<file path="src/rtl/sfp_seq_pkg.sv">
// Shared types, sizes and helpers for the SFP accumulate/ReLU sequencer.
package sfp_seq_pkg;

  localparam int unsigned N_KIJ_MAX = 9;
  localparam int unsigned N_OUT     = 16;
  localparam int unsigned ADDR_W    = 11;
  localparam int unsigned OADDR_W   = 4;
  localparam int unsigned CNT_W     = 4;

  typedef enum logic [2:0] {
    IDLE,
    CLR,
    RD,
    DRAIN,
    RELU,
    WB,
    DONE
  } state_t;

  typedef struct packed {
    logic [CNT_W-1:0] n_kij;
    logic             relu;
  } cfg_t;

  // Force the accumulation count into 1..N_KIJ_MAX.
  function automatic logic [CNT_W-1:0] clamp_n_kij(input logic [CNT_W-1:0] n);
    logic [CNT_W-1:0] r;
    r = n;
    if (n == '0) begin
      r = CNT_W'(1);
    end else if (n > CNT_W'(N_KIJ_MAX)) begin
      r = CNT_W'(N_KIJ_MAX);
    end
    return r;
  endfunction

endpackage

</file>
<file path="src/rtl/psum_addr_gen.sv">
// Strided psum read-address counter: loads base o, then steps by N_OUT per read.
module psum_addr_gen
  import sfp_seq_pkg::*;
(
  input  logic               clk,
  input  logic               reset,
  input  logic               clear,
  input  logic               load,
  input  logic               step,
  input  logic [OADDR_W-1:0] base,
  output logic [ADDR_W-1:0]  addr
);

  always_ff @(posedge clk) begin
    if (!reset || clear) begin
      addr <= '0;
    end else if (load) begin
      addr <= ADDR_W'(base);
    end else if (step) begin
      addr <= addr + ADDR_W'(N_OUT);
    end
  end

endmodule

</file>
<file path="src/rtl/sfp_seq_ctrl.sv">
// Sequencer driving clear/accumulate/ReLU/writeback of the SFP for each output pixel.
module sfp_seq_ctrl
  import sfp_seq_pkg::*;
(
  input  logic               clk,
  input  logic               reset,
  input  logic               start,
  input  logic               abort,
  input  logic [CNT_W-1:0]   cfg_n_kij,
  input  logic               cfg_relu,
  output logic               busy,
  output logic               done,
  output logic               pmem_ren,
  output logic [ADDR_W-1:0]  pmem_addr,
  output logic               sfp_clr,
  output logic               sfp_acc,
  output logic               sfp_relu,
  output logic               omem_wen,
  output logic [OADDR_W-1:0] omem_addr
);

  state_t             state, state_nxt;
  logic [OADDR_W-1:0] o, o_nxt;
  logic [CNT_W-1:0]   k, k_nxt;
  cfg_t               cfg_q, cfg_nxt;

  logic               busy_nxt, done_nxt, ren_nxt, clr_nxt, acc_nxt, relu_nxt, wen_nxt;
  logic [OADDR_W-1:0] oaddr_nxt;

  psum_addr_gen u_addr (
    .clk   (clk),
    .reset (reset),
    .clear (abort),
    .load  (state == CLR),
    .step  (state == RD),
    .base  (o),
    .addr  (pmem_addr)
  );

  // State, counters, latched config and registered strobes.
  always_ff @(posedge clk) begin
    if (!reset) begin
      state     <= IDLE;
      o         <= '0;
      k         <= '0;
      cfg_q     <= '0;
      busy      <= 1'b0;
      done      <= 1'b0;
      pmem_ren  <= 1'b0;
      sfp_clr   <= 1'b0;
      sfp_acc   <= 1'b0;
      sfp_relu  <= 1'b0;
      omem_wen  <= 1'b0;
      omem_addr <= '0;
    end else begin
      state     <= state_nxt;
      o         <= o_nxt;
      k         <= k_nxt;
      cfg_q     <= cfg_nxt;
      busy      <= busy_nxt;
      done      <= done_nxt;
      pmem_ren  <= ren_nxt;
      sfp_clr   <= clr_nxt;
      sfp_acc   <= acc_nxt;
      sfp_relu  <= relu_nxt;
      omem_wen  <= wen_nxt;
      omem_addr <= oaddr_nxt;
    end
  end

  // Next state; strobes are decoded from the next state so they register cleanly.
  always_comb begin
    state_nxt = state;
    o_nxt     = o;
    k_nxt     = k;
    cfg_nxt   = cfg_q;

    if (abort) begin
      state_nxt = IDLE;
      o_nxt     = '0;
      k_nxt     = '0;
    end else begin
      case (state)
        IDLE: begin
          if (start) begin
            cfg_nxt.n_kij = clamp_n_kij(cfg_n_kij);
            cfg_nxt.relu  = cfg_relu;
            o_nxt         = '0;
            state_nxt     = CLR;
          end
        end
        CLR: begin
          k_nxt     = '0;
          state_nxt = RD;
        end
        RD: begin
          k_nxt = k + CNT_W'(1);
          if (k == CNT_W'(cfg_q.n_kij - CNT_W'(1))) begin
            state_nxt = DRAIN;
          end
        end
        DRAIN:   state_nxt = cfg_q.relu ? RELU : WB;
        RELU:    state_nxt = WB;
        WB: begin
          if (o == OADDR_W'(N_OUT - 1)) begin
            state_nxt = DONE;
          end else begin
            o_nxt     = o + OADDR_W'(1);
            state_nxt = CLR;
          end
        end
        DONE:    state_nxt = IDLE;
        default: state_nxt = IDLE;
      endcase
    end

    busy_nxt  = (state_nxt != IDLE) && (state_nxt != DONE);
    done_nxt  = (state_nxt == DONE);
    ren_nxt   = (state_nxt == RD);
    clr_nxt   = (state_nxt == CLR);
    // Accumulate trails the read enable by one cycle to line up with read data.
    acc_nxt   = pmem_ren && ((state_nxt == RD) || (state_nxt == DRAIN));
    relu_nxt  = (state_nxt == RELU);
    wen_nxt   = (state_nxt == WB);
    oaddr_nxt = (state_nxt == WB) ? o : '0;
  end

endmodule

</file>
<file path="config.mk">
export PLATFORM = sky130hd
export DESIGN_NAME = sfp_seq_ctrl
export DESIGN_NICKNAME = d
export VERILOG_FILES = /design/src/rtl/sfp_seq_pkg.sv /design/src/rtl/psum_addr_gen.sv /design/src/rtl/sfp_seq_ctrl.sv
export SDC_FILE = /design/constraint.sdc
export NUM_CORES = 1
export LEC_CHECK = 0
export BUFFER_PORTS_ARGS = -buffer_cell sky130_fd_sc_hd__buf_2
export CORE_MARGIN = 2
export CORE_UTILIZATION = 54
export CTS_CLUSTER_DIAMETER = 100
export CTS_CLUSTER_SIZE = 14
export DETAILED_ROUTE_END_ITERATION = 12
export GPL_ROUTABILITY_DRIVEN = 0
export GPL_TIMING_DRIVEN = 0
export MAX_ROUTING_LAYER = met4
export PLACE_DENSITY = 0.75
export SLEW_MARGIN = 10
export SYNTH_ARGS = -nofsm -noshare
export SYNTH_HDL_FRONTEND = slang
export SYNTH_SLANG_ARGS = --single-unit
</file>
<file path="constraint.sdc">
create_clock -name clk -period 1.8 [get_ports clk]
set_input_delay 0.36 -clock clk [delete_from_list [all_inputs] [get_ports clk]]
set_output_delay 0.36 -clock clk [all_outputs]
set_load 0.005 [all_outputs]
</file>
==> metrics.txt <==
# TYPE chip_impl_metric gauge
chip_impl_info{name="status",value="finished clean"} 1
chip_impl_metric{name="cells_after_synth",unit=""} 188
chip_impl_metric{name="largest_net_degree_at_the_start_of_global_routing",unit=""} 11
chip_impl_info{name="hold_path_end",value="cfg_q[0]"} 1
chip_impl_metric{name="die_area",unit="mm^2"} 0.00369
chip_impl_metric{name="placed_cells",unit=""} 262
chip_impl_info{name="cpMaxStageDelayCell",value="dfxtp_2"} 1
chip_impl_metric{name="io_pins",unit=""} 31
chip_impl_metric{name="core_area",unit="mm^2"} 0.00305
chip_impl_info{name="layout_common_cells",value="dfxtp_1 (36), buf_2 (32), nor2_1 (30)"} 1
chip_impl_metric{name="placement_rows",unit=""} 20
chip_impl_metric{name="path_max_fanout",unit=""} 6
chip_impl_metric{name="cpPeakStageDelay",unit="ns"} 0.39
chip_impl_metric{name="drc",unit=""} 0
chip_impl_metric{name="worst-r2r-setup-slack",unit="ns"} 0.17
chip_impl_metric{name="route.detailed.vias_per_inst",unit=""} 5.27
chip_impl_info{name="synth_ff_type",value="dfxtp_1"} 1
chip_impl_metric{name="p_clk_frac",unit=""} 0.284
chip_impl_metric{name="fin_crit_sh",unit=""} 0.907
chip_impl_metric{name="p_int",unit="W"} 0.00106
chip_impl_metric{name="avgSynthCellArea",unit="um^2"} 9.24
chip_impl_metric{name="p_per_area",unit="mW/mm^2"} 683
chip_impl_info{name="cp-end-kind",value="flop"} 1
chip_impl_metric{name="yosysSeqAreaShare",unit=""} 0.438
chip_impl_metric{name="dr_total_vias",unit=""} 1434
chip_impl_metric{name="fmaxAchievable",unit="MHz"} 612
chip_impl_metric{name="number_of_clock_sinks_seen_by_cts",unit=""} 38
chip_impl_metric{name="detail-route-antenna-nets",unit=""} 0
chip_impl_metric{name="preCtsSetupSlack",unit="ns"} 0.0720
chip_impl_metric{name="timing.reg2reg.worst_path_depth",unit=""} 5
chip_impl_metric{name="swShare",unit=""} 0.235
chip_impl_metric{name="p_leak",unit="nW"} 0.842
chip_impl_metric{name="hold_path_depth",unit=""} 3
chip_impl_metric{name="layout_min_cycle_time",unit="ns"} 1.63
chip_impl_metric{name="input_output_buffers",unit=""} 30
chip_impl_metric{name="floorplan.initialDensity",unit=""} 0.569
chip_impl_info{name="critical_path.top_delay_family",value="simple AND/OR/NAND/NOR gates"} 1
chip_impl_metric{name="final_layout_size_suffix_gt1_frac",unit=""} 0.268
chip_impl_metric{name="post_synth_num_cell_types",unit=""} 46
chip_impl_metric{name="wire_length_of_the_first_global_routing_pass",unit="mm"} 5.82
chip_impl_metric{name="hold-worst-slack",unit="ns"} 0.267
chip_impl_metric{name="area_overhead_vs_synth",unit="%"} 16.3
chip_impl_metric{name="net_switching_power",unit="W"} 0.000323
chip_impl_metric{name="timing.clock.skew",unit="ns"} 0.00525
chip_impl_info{name="cts_tree",value="done"} 1
chip_impl_metric{name="critical_path.n_buffers_inverters",unit=""} 0
chip_impl_metric{name="routed_wl",unit="mm"} 3.42
chip_impl_metric{name="num-nets-final",unit=""} 241
chip_impl_metric{name="yosys_register_bits",unit=""} 38
chip_impl_metric{name="worst_pin_slew",unit="ns"} 0.590
chip_impl_metric{name="global_route.overflow_total",unit=""} 0
chip_impl_info{name="synthTopCellsByArea",value="dfxtp_1 (44%), nor2_1 (6.5%), xnor2_1 (5.0%), mux2i_1 (3.5%), nor3_1 (3.5%)"} 1
chip_impl_metric{name="tritoncts.num_buffers",unit=""} 5
chip_impl_metric{name="drtIter0Drc",unit=""} 72
chip_impl_metric{name="pwr-share-comb",unit=""} 0.093
chip_impl_info{name="rsz0062_at_grt",value="no"} 1
chip_impl_metric{name="timing_hold_violations_final",unit=""} 0
chip_impl_metric{name="p_seq_frac",unit=""} 0.622
chip_impl_metric{name="fin_tns_setup",unit="ns"} 0
chip_impl_metric{name="timing.max_cap.violations",unit=""} 0
chip_impl_metric{name="yosysWarnings",unit=""} 0
chip_impl_metric{name="synth_enable_flop_cells",unit=""} 0
chip_impl_metric{name="final_cell_count_no_fill",unit=""} 272
chip_impl_info{name="cts_root_buf",value="clkbuf_4"} 1
chip_impl_metric{name="critical_path_arrival",unit="ns"} 1.87
chip_impl_info{name="most_common_cell_after_layout_fill_and_taps_aside",value="dfxtp_1"} 1
chip_impl_metric{name="synth.cell_area",unit="mm^2"} 0.00174
chip_impl_metric{name="maxSlewHeadroom",unit=""} 0.605
chip_impl_metric{name="globalRouteTotalUtil",unit=""} 0.217
chip_impl_info{name="holdCritPathClass",value="in2reg"} 1
chip_impl_metric{name="latest_clock_arrival_within_the_worst_skew_pair",unit="ns"} 0.33
chip_impl_metric{name="diodes",unit=""} 0
chip_impl_info{name="critical_r2r_capture",value="state[0]"} 1
chip_impl_metric{name="post-route-worst-setup-slack",unit="ns"} 0.167
chip_impl_metric{name="grt_antenna_before_repair",unit=""} 0
chip_impl_metric{name="critPathRequiredTime",unit="ns"} 2.03
chip_impl_info{name="worstPathCellList",value="ha_1 > and3_1 > nor2_1 > or3_1 > o211a_1"} 1
chip_impl_info{name="worst_setup_path_start_kind",value="flop"} 1
chip_impl_metric{name="synth_fp_nets",unit=""} 201
chip_impl_info{name="critical_path_class",value="reg2reg"} 1
chip_impl_metric{name="worst_supply_voltage_drop_on_vdd",unit="mV"} 0.431
chip_impl_metric{name="drt-pass1-iter-count",unit=""} 4
chip_impl_metric{name="netlist.area_leader.share",unit=""} 0.438
chip_impl_metric{name="place.detailed.hpwl",unit="mm"} 2.53
chip_impl_metric{name="die_h",unit="um"} 60.7
chip_impl_info{name="synth.largest_area_cell",value="dfxtp_1"} 1
chip_impl_metric{name="maxSlewViolCount",unit=""} 0
chip_impl_metric{name="clock_tree.buffer_depth",unit=""} 2
chip_impl_info{name="r2r-start",value="o[0]"} 1
chip_impl_metric{name="via_count_of_the_first_global_routing_pass",unit=""} 1372
chip_impl_metric{name="cts.reportedPaths.clkPinSlew",unit="ns"} 0.10
chip_impl_info{name="hold_path.startpoint",value="cfg_relu"} 1
chip_impl_metric{name="setup_viol_count_final",unit=""} 0
chip_impl_metric{name="routed_wire_length_per_instance",unit="um"} 12.6
chip_impl_metric{name="asyncSetResetFlopFracSynth",unit=""} 0
chip_impl_metric{name="die_width",unit="um"} 60.7
chip_impl_metric{name="post-layout-total-power",unit="W"} 0.00138
chip_impl_metric{name="ctsHtreeMaxLevel",unit=""} 2
[cells by family (layout without fill, tap and decap cells)]
| kind of cell | after synthesis | in the layout | synth area share |
|---|---|---|---|
| AND/OR/NAND/NOR | 80 | 80 | 0.258 |
| adder cells (fa/ha/maj) | 4 | 4 | 0.0288 |
| buffers and inverters | 16 | 56 | 0.0468 |
| flip-flops | 38 | 38 | 0.438 |
| XOR/XNOR | 15 | 15 | 0.0756 |
| multiplexers | 6 | 6 | 0.0346 |
| AO/OA/AOI/OAI | 29 | 29 | 0.118 |
[cells in the mapped netlist, drive strengths merged, types with 5 or more instances]
master / instances
dfxtp: 38
nor2: 32
nor3: 15
nand2: 11
xnor2: 10
a21oi: 9
inv: 8
buf: 6
mux2i: 6
o21ai: 5
xor2: 5
[tightest hold or removal path, stage by stage]
cell and delay, ns:
buf_2 0.09, nand2_1 0.05, a21oi_1 0.05
[stage by stage]
stage,util,instance area (um^2)
6_report,0.661,2020
5_1_grt,0.661,2020
4_1_cts,0.651,1990
3_5_place_dp,0.636,1940
3_3_place_gp,0.636,1940
2_1_floorplan,-,1740
[registers in the layout, summed over array words and instances (netlist names)]
signal       cells
state            3
omem_wen         1
cfg_q            5
done             1
sfp_clr          1
sfp_relu         1
k                4
o                4
busy             1
u_addr.addr     11
sfp_acc          1
omem_addr        4
pmem_ren         1
[routing by layer]
metal  track usage  routed length (um)  vias to the layer above
li1              -                   -                      721
met3        0.0661                 177                        4
met4        0.0776                  36                        0
met5             -                   0                        -
met1         0.247                1500                      666
met2         0.359                1710                       43
[area by class of cell]
type,instances,area [um^2]
Tap cell,44,55.1
Multi-Input combinational cell,134,902
Sequential cell,38,763
Clock buffer,7,45.0
Inverter,8,30.0
Fill cell,263,1030
Timing Repair Buffer,33,173
Buffer,8,51.3
[power by group through the flow]
stage	combinational [W]	clock [W]	sequential, W
global route	0.000143	0.000434	0.000859
global placement	0.000117	0	0.000876
CTS	0.000123	0.000403	0.000857
detailed placement	0.000123	0	0.000877
finish	0.000129	0.000392	0.000858
floorplan	0.0000900	0	0.000876
[how the worst max path moves through the flow]
stage          slack (ns)  depth (start not counted)      endpoint  startpoint
5_1_grt              0.02                          6  omem_addr[2]        o[0]
6_report             0.17                          5      state[0]        o[0]
3_5_place_dp         0.07                          5      sfp_relu        o[0]
4_1_cts              0.05                          5      sfp_relu        o[0]
2_1_floorplan        0.25                          5      state[0]        o[0]
3_3_place_gp         0.11                          5      sfp_relu        o[0]
[what timing repair did]
action,in CTS,in global routing
setup endpoints to repair,0,8
endpoints found under the hold margin,0,0
hold buffers,0,0
buffers inserted,0,3
resized for setup,0,4
Power figures use the tool's default switching activity.
